[src/rtl/player_move.sv]
// player_move: per-player grid movement controller. Walks tile-to-tile in
// frame-paced pixel steps after an obstacle query and emits bomb-drop requests.
module player_move #(
    parameter int GRID_W    = 15,
    parameter int GRID_H    = 13,
    parameter int TILE      = 32,
    parameter int STEP      = 2,
    parameter int START_COL = 1,
    parameter int START_ROW = 1
) (
    input  logic       clk,
    input  logic       reset_n,
    input  logic       frame_tick,
    input  logic       btn_up,
    input  logic       btn_down,
    input  logic       btn_left,
    input  logic       btn_right,
    input  logic       btn_drop,
    output logic       map_req,
    output logic [3:0] map_col,
    output logic [3:0] map_row,
    input  logic       map_ack,
    input  logic       map_solid,
    output logic [9:0] pos_x,
    output logic [9:0] pos_y,
    output logic [3:0] tile_col,
    output logic [3:0] tile_row,
    output logic [1:0] dir,
    output logic       moving,
    output logic       drop_req,
    output logic [3:0] drop_col,
    output logic [3:0] drop_row
);

    localparam int         TILE_SH = $clog2(TILE);
    localparam logic [9:0] HALF_PX = 10'(TILE / 2);
    localparam logic [9:0] STEP_PX = 10'(STEP);
    localparam logic [9:0] START_X = 10'(START_COL * TILE);
    localparam logic [9:0] START_Y = 10'(START_ROW * TILE);

    localparam logic [1:0] D_UP    = 2'd0;
    localparam logic [1:0] D_DOWN  = 2'd1;
    localparam logic [1:0] D_LEFT  = 2'd2;
    localparam logic [1:0] D_RIGHT = 2'd3;

    typedef enum logic [1:0] {
        S_IDLE,
        S_QUERY,
        S_MOVE
    } state_t;

    state_t     r_state;
    logic [9:0] r_pos_x;
    logic [9:0] r_pos_y;
    logic [9:0] r_tgt_px;
    logic [1:0] r_dir;
    logic       r_moving;
    logic       r_map_req;
    logic [3:0] r_map_col;
    logic [3:0] r_map_row;
    logic       r_drop_prev;
    logic       r_drop_req;
    logic [3:0] r_drop_col;
    logic [3:0] r_drop_row;

    logic [3:0] w_tile_col;
    logic [3:0] w_tile_row;
    logic       w_any_btn;
    logic       w_in_range;
    logic [1:0] w_new_dir;
    logic [3:0] w_tgt_col;
    logic [3:0] w_tgt_row;
    logic [9:0] w_tgt_px;
    logic       w_vert;
    logic       w_neg;
    logic [9:0] w_axis_pos;
    logic [9:0] w_axis_nxt;

    // Nearest tile: round the top-left corner by half a tile.
    assign w_tile_col = 4'((r_pos_x + HALF_PX) >> TILE_SH);
    assign w_tile_row = 4'((r_pos_y + HALF_PX) >> TILE_SH);

    assign w_any_btn = btn_up | btn_down | btn_left | btn_right;

    always_comb begin
        w_new_dir  = D_RIGHT;
        w_tgt_col  = w_tile_col;
        w_tgt_row  = w_tile_row;
        w_in_range = 1'b0;
        if (btn_up) begin
            w_new_dir  = D_UP;
            w_tgt_row  = w_tile_row - 4'd1;
            w_in_range = (w_tile_row != 4'd0);
        end else if (btn_down) begin
            w_new_dir  = D_DOWN;
            w_tgt_row  = w_tile_row + 4'd1;
            w_in_range = (int'(w_tile_row) < GRID_H - 1);
        end else if (btn_left) begin
            w_new_dir  = D_LEFT;
            w_tgt_col  = w_tile_col - 4'd1;
            w_in_range = (w_tile_col != 4'd0);
        end else begin
            w_new_dir  = D_RIGHT;
            w_tgt_col  = w_tile_col + 4'd1;
            w_in_range = (int'(w_tile_col) < GRID_W - 1);
        end
    end

    assign w_tgt_px = ((w_new_dir == D_UP) || (w_new_dir == D_DOWN))
                      ? (10'(w_tgt_row) << TILE_SH)
                      : (10'(w_tgt_col) << TILE_SH);

    // The facing register is frozen during a move, so it selects axis and sign.
    assign w_vert     = (r_dir == D_UP) || (r_dir == D_DOWN);
    assign w_neg      = (r_dir == D_UP) || (r_dir == D_LEFT);
    assign w_axis_pos = w_vert ? r_pos_y : r_pos_x;
    assign w_axis_nxt = w_neg ? (w_axis_pos - STEP_PX) : (w_axis_pos + STEP_PX);

    always_ff @(posedge clk or negedge reset_n) begin
        if (!reset_n) begin
            r_state   <= S_IDLE;
            r_pos_x   <= START_X;
            r_pos_y   <= START_Y;
            r_tgt_px  <= 10'd0;
            r_dir     <= D_DOWN;
            r_moving  <= 1'b0;
            r_map_req <= 1'b0;
            r_map_col <= 4'd0;
            r_map_row <= 4'd0;
        end else begin
            case (r_state)
                S_IDLE: begin
                    if (frame_tick && w_any_btn) begin
                        r_dir <= w_new_dir;
                        // Off-arena targets count as solid: no query is issued.
                        if (w_in_range) begin
                            r_map_col <= w_tgt_col;
                            r_map_row <= w_tgt_row;
                            r_map_req <= 1'b1;
                            r_tgt_px  <= w_tgt_px;
                            r_state   <= S_QUERY;
                        end
                    end
                end
                S_QUERY: begin
                    if (map_ack) begin
                        r_map_req <= 1'b0;
                        if (map_solid) begin
                            r_state <= S_IDLE;
                        end else begin
                            r_state  <= S_MOVE;
                            r_moving <= 1'b1;
                        end
                    end
                end
                S_MOVE: begin
                    if (frame_tick) begin
                        if (w_vert) begin
                            r_pos_y <= w_axis_nxt;
                        end else begin
                            r_pos_x <= w_axis_nxt;
                        end
                        if (w_axis_nxt == r_tgt_px) begin
                            r_state  <= S_IDLE;
                            r_moving <= 1'b0;
                        end
                    end
                end
                default: begin
                    r_state   <= S_IDLE;
                    r_moving  <= 1'b0;
                    r_map_req <= 1'b0;
                end
            endcase
        end
    end

    // Drop request fires on the press edge only, independent of movement state.
    always_ff @(posedge clk or negedge reset_n) begin
        if (!reset_n) begin
            r_drop_prev <= 1'b0;
            r_drop_req  <= 1'b0;
            r_drop_col  <= 4'd0;
            r_drop_row  <= 4'd0;
        end else begin
            r_drop_prev <= btn_drop;
            r_drop_req  <= btn_drop & ~r_drop_prev;
            if (btn_drop && !r_drop_prev) begin
                r_drop_col <= w_tile_col;
                r_drop_row <= w_tile_row;
            end
        end
    end

    assign map_req  = r_map_req;
    assign map_col  = r_map_col;
    assign map_row  = r_map_row;
    assign pos_x    = r_pos_x;
    assign pos_y    = r_pos_y;
    assign tile_col = w_tile_col;
    assign tile_row = w_tile_row;
    assign dir      = r_dir;
    assign moving   = r_moving;
    assign drop_req = r_drop_req;
    assign drop_col = r_drop_col;
    assign drop_row = r_drop_row;

endmodule
[config.mk]
export PLATFORM = sky130hd
export DESIGN_NAME = player_move
export DESIGN_NICKNAME = d
export VERILOG_FILES = /design/src/rtl/player_move.sv
export SDC_FILE = /design/constraint.sdc
export NUM_CORES = 1
export LEC_CHECK = 0
export ABC_AREA = 1
export CORE_MARGIN = 5
export CORE_UTILIZATION = 57
export DETAILED_ROUTE_END_ITERATION = 7
export PLACE_DENSITY_LB_ADDON = 0.1
export SETUP_SLACK_MARGIN = 0.5
export SLEW_MARGIN = 5
export SYNTH_ARGS = -nofsm -noshare
export SYNTH_HDL_FRONTEND = slang
export SYNTH_SLANG_ARGS = --single-unit
[constraint.sdc]
create_clock -name clk -period 6.1 [get_ports clk]
set_clock_uncertainty 0.1 [all_clocks]
set_input_delay 0.915 -clock clk [delete_from_list [all_inputs] [get_ports clk]]
set_output_delay 0.915 -clock clk [all_outputs]
set_load 0.1 [all_outputs]
==> flow_summary.ini, run 1 <==
[run_status]
status = completed

[synthesis]
ys_top_cells_by_area = dfrtp_1 36%, nand2_1 14%, o21ai_0 8.1%, inv_1 5.2%, nand3_1 4.9%
synth_compound_area_share_pct = 12.2
synth_top_family_by_area = simple AND/OR/NAND/NOR gates
syn_avg_cell_area_sq_um = 7.50
synth_top_area_cell = dfrtp_1
synth_area_sq_um = 3150
synthXorXnorAreaFrac_pct = 3.30
synth_cell_type_count = 36
synth_nets = 441
synth-warning-count = 0
syn-instance-count = 420
yosysSeqAreaShare_pct = 38.3
muxShareOfSynthArea_pct = 0
ys_seq_elements = 48
synth-simple-area-share_pct = 33.1
synth_top_area_share_pct = 35.8
synthAdderAreaFrac_pct = 4.61

[floorplanning]
die_h_um = 84.3
start_util_pct = 57.9
core_sq_um = 5440
die_w_um = 84.3
dieArea_sq_um = 7110
ios = 59
row_count = 27

[routing]
firstDrtPassIters = 4
drt_wl_total_um = 7840
via_count = 2915
drc_errors = 0
ant_nets = 0
drtIter0Drc = 176
vias_per_cell = 5.34
wl_per_cell_um = 14.4

[worst_setup_path]
cp_num_buf_inv = 2
crit_path_start_kind = register
crit_chain = ha_1 > nand3_1 > xor2_1 > inv_1 > clkdlybuf4s50_1
path_class = register to output port
cp_top_family = buffers and inverters
critPathArrivalTime_ps = 2720
worst_setup_path_end_kind = output port
cp_max_fo = 7
cp_slowest_cell = clkdlybuf4s50_1
crit_path_max_incr_delay_ps = 1170
crit_required_ps = 5080

[grt]
grt_pass1_wl_um = 13500
grt_pass1_vias = 2851
antenna_found_initial = 0
overflow = 0
grt_use_total_pct = 22.9
grt_max_degree = 49

[timing]
finalMaxSlewViolations = 0
worstMarginPinSlew_ps = 1060
hold_violations = 0
whs_ps = 311
finalSetupTns_ps = 0
period_share_pct = 61.2
finalCriticalPeriod_ps = 3730
worst_slack_ps = 2370
fmax_ghz = 0.268
relSlewSlack_pct = 29.4
setup_viol = 0
rsz0062_at_grt = no

[clock_tree]
hold_buffers = 0
postCtsSetupBuffers = 0
clock_latency_ps = 290
clkTransAtPathRegs_ps = 90
cts_root_buffer = clkbuf_8
clock-sinks = 48
clockBufferDepth = 2
cts-resized-gates = 0
htreeDepth = 2
cts_inserted_buffers = 5
cts_tree = built

[placement]
post-dp-hpwl_um = 6010
gp_congestion = 0.858
place_ws_ps = 2710
io_buffer_count = 58

[finish]
area_delta_synth_final_pct = 21.5
fin_nets = 494
drive_gt1_share_pct = 11.4
diodes = 0
final_common_cell = nand2_1
layout_common_cells = 120 x nand2_1, 57 x clkdlybuf4s50_1, 51 x o21ai_0
final_util_pct = 70.3

[worst_hold_path]
hp-class = register to register

[run]
maxCapViolCount = 0
[layout make-up]
cell class	instances	area, sq um
fillers	480	1610
flip-flops and latches	48	1200
multi-input cells	310	1680
clock buffers	8	90.1
well taps	72	90.1
repair buffers	58	576
inverters	50	190
[layer usage]
layer  vias to the layer above  global-route usage (%)  part of all wire (%)
li1                       1462                       -                     -
met5                         -                       0                     0
met2                        58                    39.7                    50
met1                      1384                    30.1                    45
met4                         0                    5.56                   1.2
met3                        11                    3.43                   3.7
[path summary, 6_finish.rpt]
check / start / end / slack (ps) / cells past startpoint
max: pos_x[5] / tile_col[3] / 2370 / 5
min: r_drop_prev / drop_req / 310 / 1
max reg2reg: dir[1] / moving / 3070 / 18
min reg2reg: r_drop_prev / drop_req / 310 / 1
max in group asynchronous: reset_n / pos_x[8] / 4520 / 1
min in group asynchronous: reset_n / r_drop_prev / 700 / 1
[through the flow]
step	cells	cell area, sq um
2_1_floorplan	420	3150
3_3_place_gp	538	3740
3_5_place_dp	538	3740
4_1_cts	546	3830
5_1_grt	546	3830
6_report	546	3830
[cells in the mapped netlist]
cell type,number
nand2_1,120
o21ai_0,51
dfrtp_1,45
inv_1,44
nand3_1,31
nor2_1,18
nand2_2,17
ha_1,10
xor2_1,9
a21oi_1,8
nand2_4,7
nor3_1,7
clkbuf_1,6
nand3_2,5
buf_6,4
inv_2,4
nand4_1,4
dfstp_2,3
o21ai_1,3
a21oi_2,2
a31oi_1,2
buf_2,2
nand3b_1,2
nor2_2,2
nor2_4,2
o22ai_1,2
a211oi_1,1
clkinv_1,1
fa_1,1
inv_4,1
nand3_4,1
o311ai_2,1
o31ai_1,1
or2_2,1
xnor2_1,1
xnor2_2,1
[state kept, by name, indices dropped and copies added (netlist names)]
signal,count
r_tgt_px,4
map_req,1
dir,2
map_row,4
pos_y,10
pos_x,10
moving,1
r_drop_prev,1
drop_row,4
r_state,2
drop_col,4
map_col,4
drop_req,1
[worst reg2reg max path, stage by stage (launching register included)]
cell	delay [ps]
dfrtp_1	740
inv_2	300
nand2_1	170
nand2_1	100
ha_1	350
nand3_1	100
nand2_1	90
inv_1	80
o21ai_1	80
nand2_1	60
nand2_1	70
nor2_1	100
nand2_1	70
nor2_1	130
nand4_1	120
nand2_1	110
nand2_1	60
nand2_1	60
nand2_1	40
[kinds of logic (layout without fill, tap and decap cells)]
kind of cell	count (synthesis)	in the layout
flops	48	48
compound gates	71	71
xor+xnor	11	11
buf+inv	62	116
simple gates	217	217
fa+ha+maj	11	11
Power of run 1 is left out: the tool's default activity adds up to more than one toggle a clock period on the data nets, which glitch-free logic cannot reach.
==> run 2, diff against run 1 <==
--- a/config.mk
+++ b/config.mk
@@ -7,7 +7,7 @@
 export LEC_CHECK = 0
 export ABC_AREA = 1
 export CORE_MARGIN = 5
-export CORE_UTILIZATION = 57
+export CORE_UTILIZATION = 48
 export DETAILED_ROUTE_END_ITERATION = 7
 export PLACE_DENSITY_LB_ADDON = 0.1
 export SETUP_SLACK_MARGIN = 0.5
==> constraint.sdc (replaced) <==
create_clock -name clk -period 3.35 [get_ports clk]
set_clock_uncertainty 0.1 [all_clocks]
set_input_delay 0.5025 -clock clk [delete_from_list [all_inputs] [get_ports clk]]
set_output_delay 0.5025 -clock clk [all_outputs]
set_load 0.1 [all_outputs]
==> flow_summary.ini, run 2 (synthesis results as in run 1) <==
[clock_tree]
postCtsSetupBuffers = 0
cts-resized-gates = 0
cts_inserted_buffers = 5
clockBufferDepth = 2
clock-sinks = 48
htreeDepth = 2
hold_buffers = 0
cts_tree = built
clkTransAtPathRegs_ps = 90
clock_latency_ps = 300
cts_root_buffer = clkbuf_8

[worst_setup_path]
r2r_cells = 13
worst_setup_path_end_kind = register
crit_path_start_kind = register
critPathArrivalTime_ps = 2700
cp_max_fo = 7
crit_required_ps = 3430
path_class = register to register

[timing]
finalCriticalPeriod_ps = 2630
fmax_ghz = 0.381
finalSetupTns_ps = 0
relSlewSlack_pct = 27.3
setup_viol = 0
rsz0062_at_grt = no
period_share_pct = 78.4
hold_violations = 0
worstMarginPinSlew_ps = 1090
finalMaxSlewViolations = 0

[floorplanning]
dieArea_sq_um = 8280
row_count = 29
start_util_pct = 49.6
core_sq_um = 6350
ios = 59
die_w_um = 91.0
die_h_um = 91.0

[finish]
final_common_cell = nand2_1
drive_gt1_share_pct = 22.8
fin_nets = 499
final_area_sq_um = 3880
multiInputGateArea_sq_um = 1720
diodes = 0
final_util_pct = 61.1
layout_common_cells = 119 x nand2_1, 49 x o21ai_0, 41 x inv_1
fill_cells = 598
area_delta_synth_final_pct = 23.2
seqCellArea_sq_um = 1220

[routing]
wl_per_cell_um = 14.5
drc_errors = 0
drt_wl_total_um = 8050
via_count = 2885
vias_per_cell = 5.19
ant_nets = 0
drtIter0Drc = 101
firstDrtPassIters = 5

[grt]
grt_pass1_wl_um = 13900
grt_max_degree = 49
overflow = 0
antenna_found_initial = 0
grt_pass1_vias = 2846
grt_use_total_pct = 20.1

[worst_hold_path]
hp-class = input port to asynchronous set/reset pin

[placement]
io_buffer_count = 58
placed_area_sq_um = 3770
gp_congestion = 0.910
post-dp-hpwl_um = 6070

[run_status]
status = completed

[run]
maxCapViolCount = 0
## run 2: cell types whose count changed in the layout (fill, tap and decap cells not counted), moves of 2 or more
cell,before,now
buf_4,0,38
clkdlybuf4s50_1,57,24
clkinvlp_4,0,3
dfrtp_1,45,39
dfrtp_2,0,6
dfstp_2,3,1
dfstp_4,0,2
ha_1,10,8
inv_1,44,41
o21ai_0,51,49
o21ai_1,3,5
## run 2: layer usage
metal | vias to the layer above | track usage, % | wire length (um) | share of wire, %
li1 | 1471 | - | - | -
met1 | 1329 | 29.5 | 3990 | 49
met2 | 73 | 30.4 | 3610 | 45
met3 | 12 | 3.72 | 343 | 4.3
met4 | 0 | 5.38 | 113 | 1.4
met5 | - | 0 | 0 | 0
## run 2: worst max-delay path, cell delays in order, from the launching register on
cell and delay, ps:
dfstp_4 670, nand4_1 110, nand2_2 170, clkinvlp_4 150, ha_4 270, nand2_1 60
nor2_1 40, a211oi_1 270, or2_4 180, nand3_2 50, xor2_1 200, nand2_1 70
o21ai_1 80, o21ai_1 80
## run 2: metrics by stage
stage | instances | setup slack, ps | hold slack [ps]
2_1_floorplan | 420 | 264 | 107
3_3_place_gp | 548 | 664 | 294
3_5_place_dp | 548 | 640 | 298
4_1_cts | 556 | 709 | 318
5_1_grt | 556 | 545 | 340
6_report | 556 | 723 | 295
## run 2: path summary, 6_finish.rpt
| path | from | slack, ps | endpoint |
|---|---|---|---|
| max in group asynchronous | reset_n | 2110 | pos_x[7] |
| worst min-delay path | reset_n | 290 | r_drop_prev |
| worst min register to register | r_drop_prev | 310 | drop_req |
| worst max register to register | pos_x[5] | 720 | r_tgt_px[8] |
| worst max-delay path | pos_x[5] | 720 | r_tgt_px[8] |
| min in group clk | r_drop_prev | 310 | drop_req |
## run 2: area by class of cell
type / count / area share, %
inverters: 50 / 5.19
clock inverters: 2 / 0.903
well taps: 77 / 2.48
flip-flops and latches: 48 / 31.5
repair buffers: 63 / 13.7
multi-input cells: 310 / 44.4
clock buffers: 6 / 1.87
Power of run 2 is left out for the same reason.
==> patch 1: new RTL, flow settings as in run 2 <==
Set the parameter `TILE` to 64 (it was 32).
--- a/src/rtl/player_move.sv
+++ b/src/rtl/player_move.sv
@@ -3,7 +3,7 @@
 module player_move #(
     parameter int GRID_W    = 15,
     parameter int GRID_H    = 13,
-    parameter int TILE      = 32,
+    parameter int TILE      = 64,
     parameter int STEP      = 2,
     parameter int START_COL = 1,
     parameter int START_ROW = 1
Behaviour: not the same (a bounded check fails within 4 cycles, from zero or initial values and one cycle with reset_n low).
==> patch 1 against run 2 <==
Sequential cell count did not move; worst setup slack improved by 0.026 ns; design area fell by 2.2%; synthesized cell count fell by 1.2%; critical path depth fell by 1; area after synthesis fell by 3.9%; global-route usage rose by 2.0 points; worst hold slack got worse by 0.15 ns; via count fell by 1.6%; routed wire length fell by 0.75%; non-clock buffer count fell by 1.
Power is left out: the tool's default activity adds up to more than one toggle a clock period on the data nets, which glitch-free logic cannot reach.
==> patch 1: results (changes against run 2) <==
| Metric | Value |
|---|---|
| Result of the run | `finished clean (unchanged)` |
| Placed cell areas | `3650 µm² (was 3770 µm²)` |
| Sequential-to-total area share from yosys stat | `39.8% (was 38.3%)` |
| Number of global-route vias before repair | `2827 (was 2846)` |
| Fraction of final layout cells sized beyond drive strength 1 | `19.3% (was 22.8%)` |
| Fraction of synthesized cell area in xor and xnor cells | `1.74% (was 3.30%)` |
| Pin count of the biggest net entering global routing | `35 (was 49)` |
| Area share of fa/ha/maj cells after synthesis | `6.70% (was 4.61%)` |
| Avg WL per Cell | `14.5 µm (about the same)` |
| Reg-to-reg slack, setup | `0.75 ns (was 0.72 ns)` |
| Via/cell ratio | `5.13 (was 5.19)` |
| Cell Count, Final, Fillers Out | `553 (was 556)` |
| Per-instance average area after synthesis | `7.29 µm² (was 7.50 µm²)` |
| Highest fanout seen on the critical path | `17 (was 7)` |
| Reg2Reg Launch Point | `pos_y[6] (was pos_x[5])` |
| Number of violations reported at the end of detailed-routing iteration 0 | `162 (was 101)` |
| Total global routing track utilization | `22.1% (was 20.1%)` |
| Worst hold margin | `0.147 ns (was 0.295 ns)` |
| Global-route wire length before repair | `13700 µm (was 13900 µm)` |
| Distinct cell type count after synthesis | `37 (was 36)` |
| Mapped Nets | `440 (was 441)` |
| Worst setup endpoint | `map_row[0] (was r_tgt_px[8])` |
| Critical Path AT | `2.72 ns (was 2.70 ns)` |
| Top cell types by occurrence after synthesis | `sky130_fd_sc_hd__nand2_1 (147), sky130_fd_sc_hd__inv_1 (47), sky130_fd_sc_hd__o21ai_0 (46), sky130_fd_sc_hd__dfrtp_1 (45), sky130_fd_sc_hd__nor2_1 (26) (was sky130_fd_sc_hd__nand2_1 (120), sky130_fd_sc_hd__o21ai_0 (51), sky130_fd_sc_hd__dfrtp_1 (45), sky130_fd_sc_hd__inv_1 (44), sky130_fd_sc_hd__nand3_1 (31))` |
| # placed instances | `542 (was 548)` |
| Compound-cell area share of the yosys netlist | `12.0% (was 12.2%)` |
| Net count, final | `500 (was 499)` |
| Detailed-routing iteration count for the pre-antenna-repair pass | `4 (was 5)` |
| GPL Wtd Cong | `0.866 (was 0.910)` |
-- patch 1: changes by cell type after synthesis, sizes merged, moves of 2 or more --
cell / before / now
a21oi: 10 / 7
nor2: 22 / 28
ha: 10 / 13
buf: 6 / 3
or2: 1 / 3
inv: 49 / 51
nor3: 7 / 4
o21ai: 54 / 48
o31ai: 1 / 3
nand2: 144 / 153
nand3: 37 / 24
xor2: 9 / 4
-- patch 1: cells by family after synthesis --
family,after synthesis
AND/OR/NAND/NOR,222
AO/OA/AOI/OAI,64
buffers and inverters,60
flip-flops,48
adder cells (fa/ha/maj),15
XOR/XNOR,6
-- patch 1: worst max-delay path, stage by stage (launching register included) --
cell and delay (ns):
sky130_fd_sc_hd__dfstp_4 0.67, sky130_fd_sc_hd__ha_4 0.15, sky130_fd_sc_hd__or2_2 0.10, sky130_fd_sc_hd__nand2_1 0.14, sky130_fd_sc_hd__ha_1 0.23, sky130_fd_sc_hd__nand2_1 0.06, sky130_fd_sc_hd__inv_1 0.05, sky130_fd_sc_hd__nand2_1 0.06
sky130_fd_sc_hd__nor2_1 0.03, sky130_fd_sc_hd__nor2_1 0.13, sky130_fd_sc_hd__and3_1 0.48, sky130_fd_sc_hd__inv_8 0.12, sky130_fd_sc_hd__o31ai_1 0.20
-- patch 1: layer usage --
metal / wire length, µm / track usage [%] / vias up
li1: - / - / 1450
met1: 3780 / 32.1 / 1305
met2: 3620 / 33.6 / 68
met3: 441 / 4.06 / 15
met4: 152 / 6.36 / 0
met5: 0 / 0 / -
-- patch 1: final cells by class --
class	instances	area (µm²)
fill	578	2450
multi-input combinational	307	1640
sequential	48	1220
timing repair buffer	62	513
inverter	51	209
tap	77	96.3
clock buffer	5	68.8
clock inverter	3	46.3
==> patch 2: new RTL, settings of run 2 <==
Made on the original files. The 3 states of `state_t` get a one-hot encoding in 3 bits.
--- a/src/rtl/player_move.sv
+++ b/src/rtl/player_move.sv
@@ -43,10 +43,10 @@
     localparam logic [1:0] D_LEFT  = 2'd2;
     localparam logic [1:0] D_RIGHT = 2'd3;
 
-    typedef enum logic [1:0] {
-        S_IDLE,
-        S_QUERY,
-        S_MOVE
+    typedef enum logic [2:0] {
+        S_IDLE  = 3'b001,
+        S_QUERY = 3'b010,
+        S_MOVE  = 3'b100
     } state_t;
 
     state_t     r_state;
Behaviour: same outputs for any inputs over 10 cycles, from zero or initial values and one cycle with reset_n low; not proved beyond that.
==> patch 2 against run 2 <==
Routed wire length increased by 4.9%; non-clock buffer count grew 3; area after synthesis is 2.7% lower; critical path depth rose by 4; sequential cell count is 1 higher; core utilization is 0.35 points higher; design area down 0.58%; worst setup slack worse by 0.033 ns; critical path type unchanged; critical endpoint is now r_state[2]; largest cell class unchanged.
Power is left out: the tool's default activity adds up to more than one toggle a clock period on the data nets, which glitch-free logic cannot reach.
==> patch 2: results (changes against run 2) <==
| Metric | Value |
|---|---|
| Fraction of final layout cells sized beyond drive strength 1 | `20.5% (was 22.8%)` |
| Net count, final | `507 (was 499)` |
| Wl on met1 | `4090 µm (was 3990 µm)` |
| Top cell types by occurrence after synthesis | `sky130_fd_sc_hd__nand2_1 (144), sky130_fd_sc_hd__inv_1 (49), sky130_fd_sc_hd__dfrtp_1 (45), sky130_fd_sc_hd__o21ai_0 (35), sky130_fd_sc_hd__nand3_1 (31) (was sky130_fd_sc_hd__nand2_1 (120), sky130_fd_sc_hd__o21ai_0 (51), sky130_fd_sc_hd__dfrtp_1 (45), sky130_fd_sc_hd__inv_1 (44), sky130_fd_sc_hd__nand3_1 (31))` |
| Data-path buffer share of cell area in the final layout | `13.8% (was 13.7%)` |
| Placed cell areas | `3670 µm² (was 3770 µm²)` |
| Total half-perimeter wirelength after legalization and detailed placement | `6450 µm (was 6070 µm)` |
| Number of global-route vias before repair | `2869 (was 2846)` |
| Total area of multi-input combinational cells | `1650 µm² (was 1720 µm²)` |
| Share of the core filled with cells | `61.4% (was 61.1%)` |
| Global-route wire length before repair | `14100 µm (was 13900 µm)` |
| GPL Wtd Cong | `0.917 (was 0.910)` |
| Global routing usage on met1 | `30.7% (was 29.5%)` |
| Critical Path AT | `2.76 ns (was 2.70 ns)` |
| Highest fanout seen on the critical path | `6 (was 7)` |
| Number of non-clock buffers | `66 (was 63)` |
| Result of the run | `finished clean (unchanged)` |
| Distinct cell type count after synthesis | `40 (was 36)` |
| Worst setup slack after placement | `0.406 ns (was 0.640 ns)` |
| Routed length on met2 | `3730 µm (was 3610 µm)` |
| Non-clock inverter count | `53 (was 50)` |
| Core Box Area | `6280 µm² (was 6350 µm²)` |
| Per-instance average area after synthesis | `7.31 µm² (was 7.50 µm²)` |
| Number of violations reported at the end of detailed-routing iteration 0 | `183 (was 101)` |
| Cell Count, Final, Fillers Out | `560 (was 556)` |
| Sequential-to-total area share from yosys stat | `40.2% (was 38.3%)` |
| Relative area of clock buffers and inverters in the final design | `3.11% (was 2.77%)` |
| Storage cell area | `1250 µm² (was 1220 µm²)` |
| Met3 Track Usage GR | `3.92% (was 3.72%)` |
patch 2: path summary, 6_finish.rpt:
check | depth (start not counted) | startpoint | to
max | 17 | dir[0] | r_state[2]
min | 1 | reset_n | pos_y[2]
max reg2reg | 17 | dir[0] | r_state[2]
min reg2reg | 0 | pos_y[0] | pos_y[0]
max in group asynchronous | 2 | reset_n | r_state[0]
min in group clk | 0 | pos_y[0] | pos_y[0]
patch 2: logic make-up (layout without fill, tap and decap cells):
family	count (synthesis)	after routing	share of synthesized area [%]
XOR/XNOR	6	6	1.96
AND/OR/NAND/NOR	223	223	31.7
buffers and inverters	63	127	8.17
AO/OA/AOI/OAI	63	63	11.4
adder cells (fa/ha/maj)	15	15	6.62
flip-flops	49	49	40.2
patch 2: what timing repair did:
action,in CTS,in global routing
hold buffers,0,0
buffers inserted,0,7
gates resized for setup,0,6
hold endpoints to repair,0,0
endpoints found under the setup margin,0,4
patch 2: worst max-delay path, cell delays in order, from the launching register on:
cell                         delay [ns]
sky130_fd_sc_hd__dfstp_2           0.57
sky130_fd_sc_hd__clkinvlp_4        0.18
sky130_fd_sc_hd__clkbuf_2          0.21
sky130_fd_sc_hd__ha_1              0.30
sky130_fd_sc_hd__nand2_1           0.08
sky130_fd_sc_hd__nor2_1            0.04
sky130_fd_sc_hd__nand2_1           0.10
sky130_fd_sc_hd__nand3_1           0.07
sky130_fd_sc_hd__nand2_1           0.10
sky130_fd_sc_hd__nand2_1           0.14
sky130_fd_sc_hd__nand2_1           0.09
sky130_fd_sc_hd__nand3_1           0.08
sky130_fd_sc_hd__nor2_1            0.11
sky130_fd_sc_hd__nand2_1           0.10
sky130_fd_sc_hd__nand2_2           0.10
sky130_fd_sc_hd__nand2_1           0.07
sky130_fd_sc_hd__nand2_1           0.07
sky130_fd_sc_hd__nand2_1           0.05
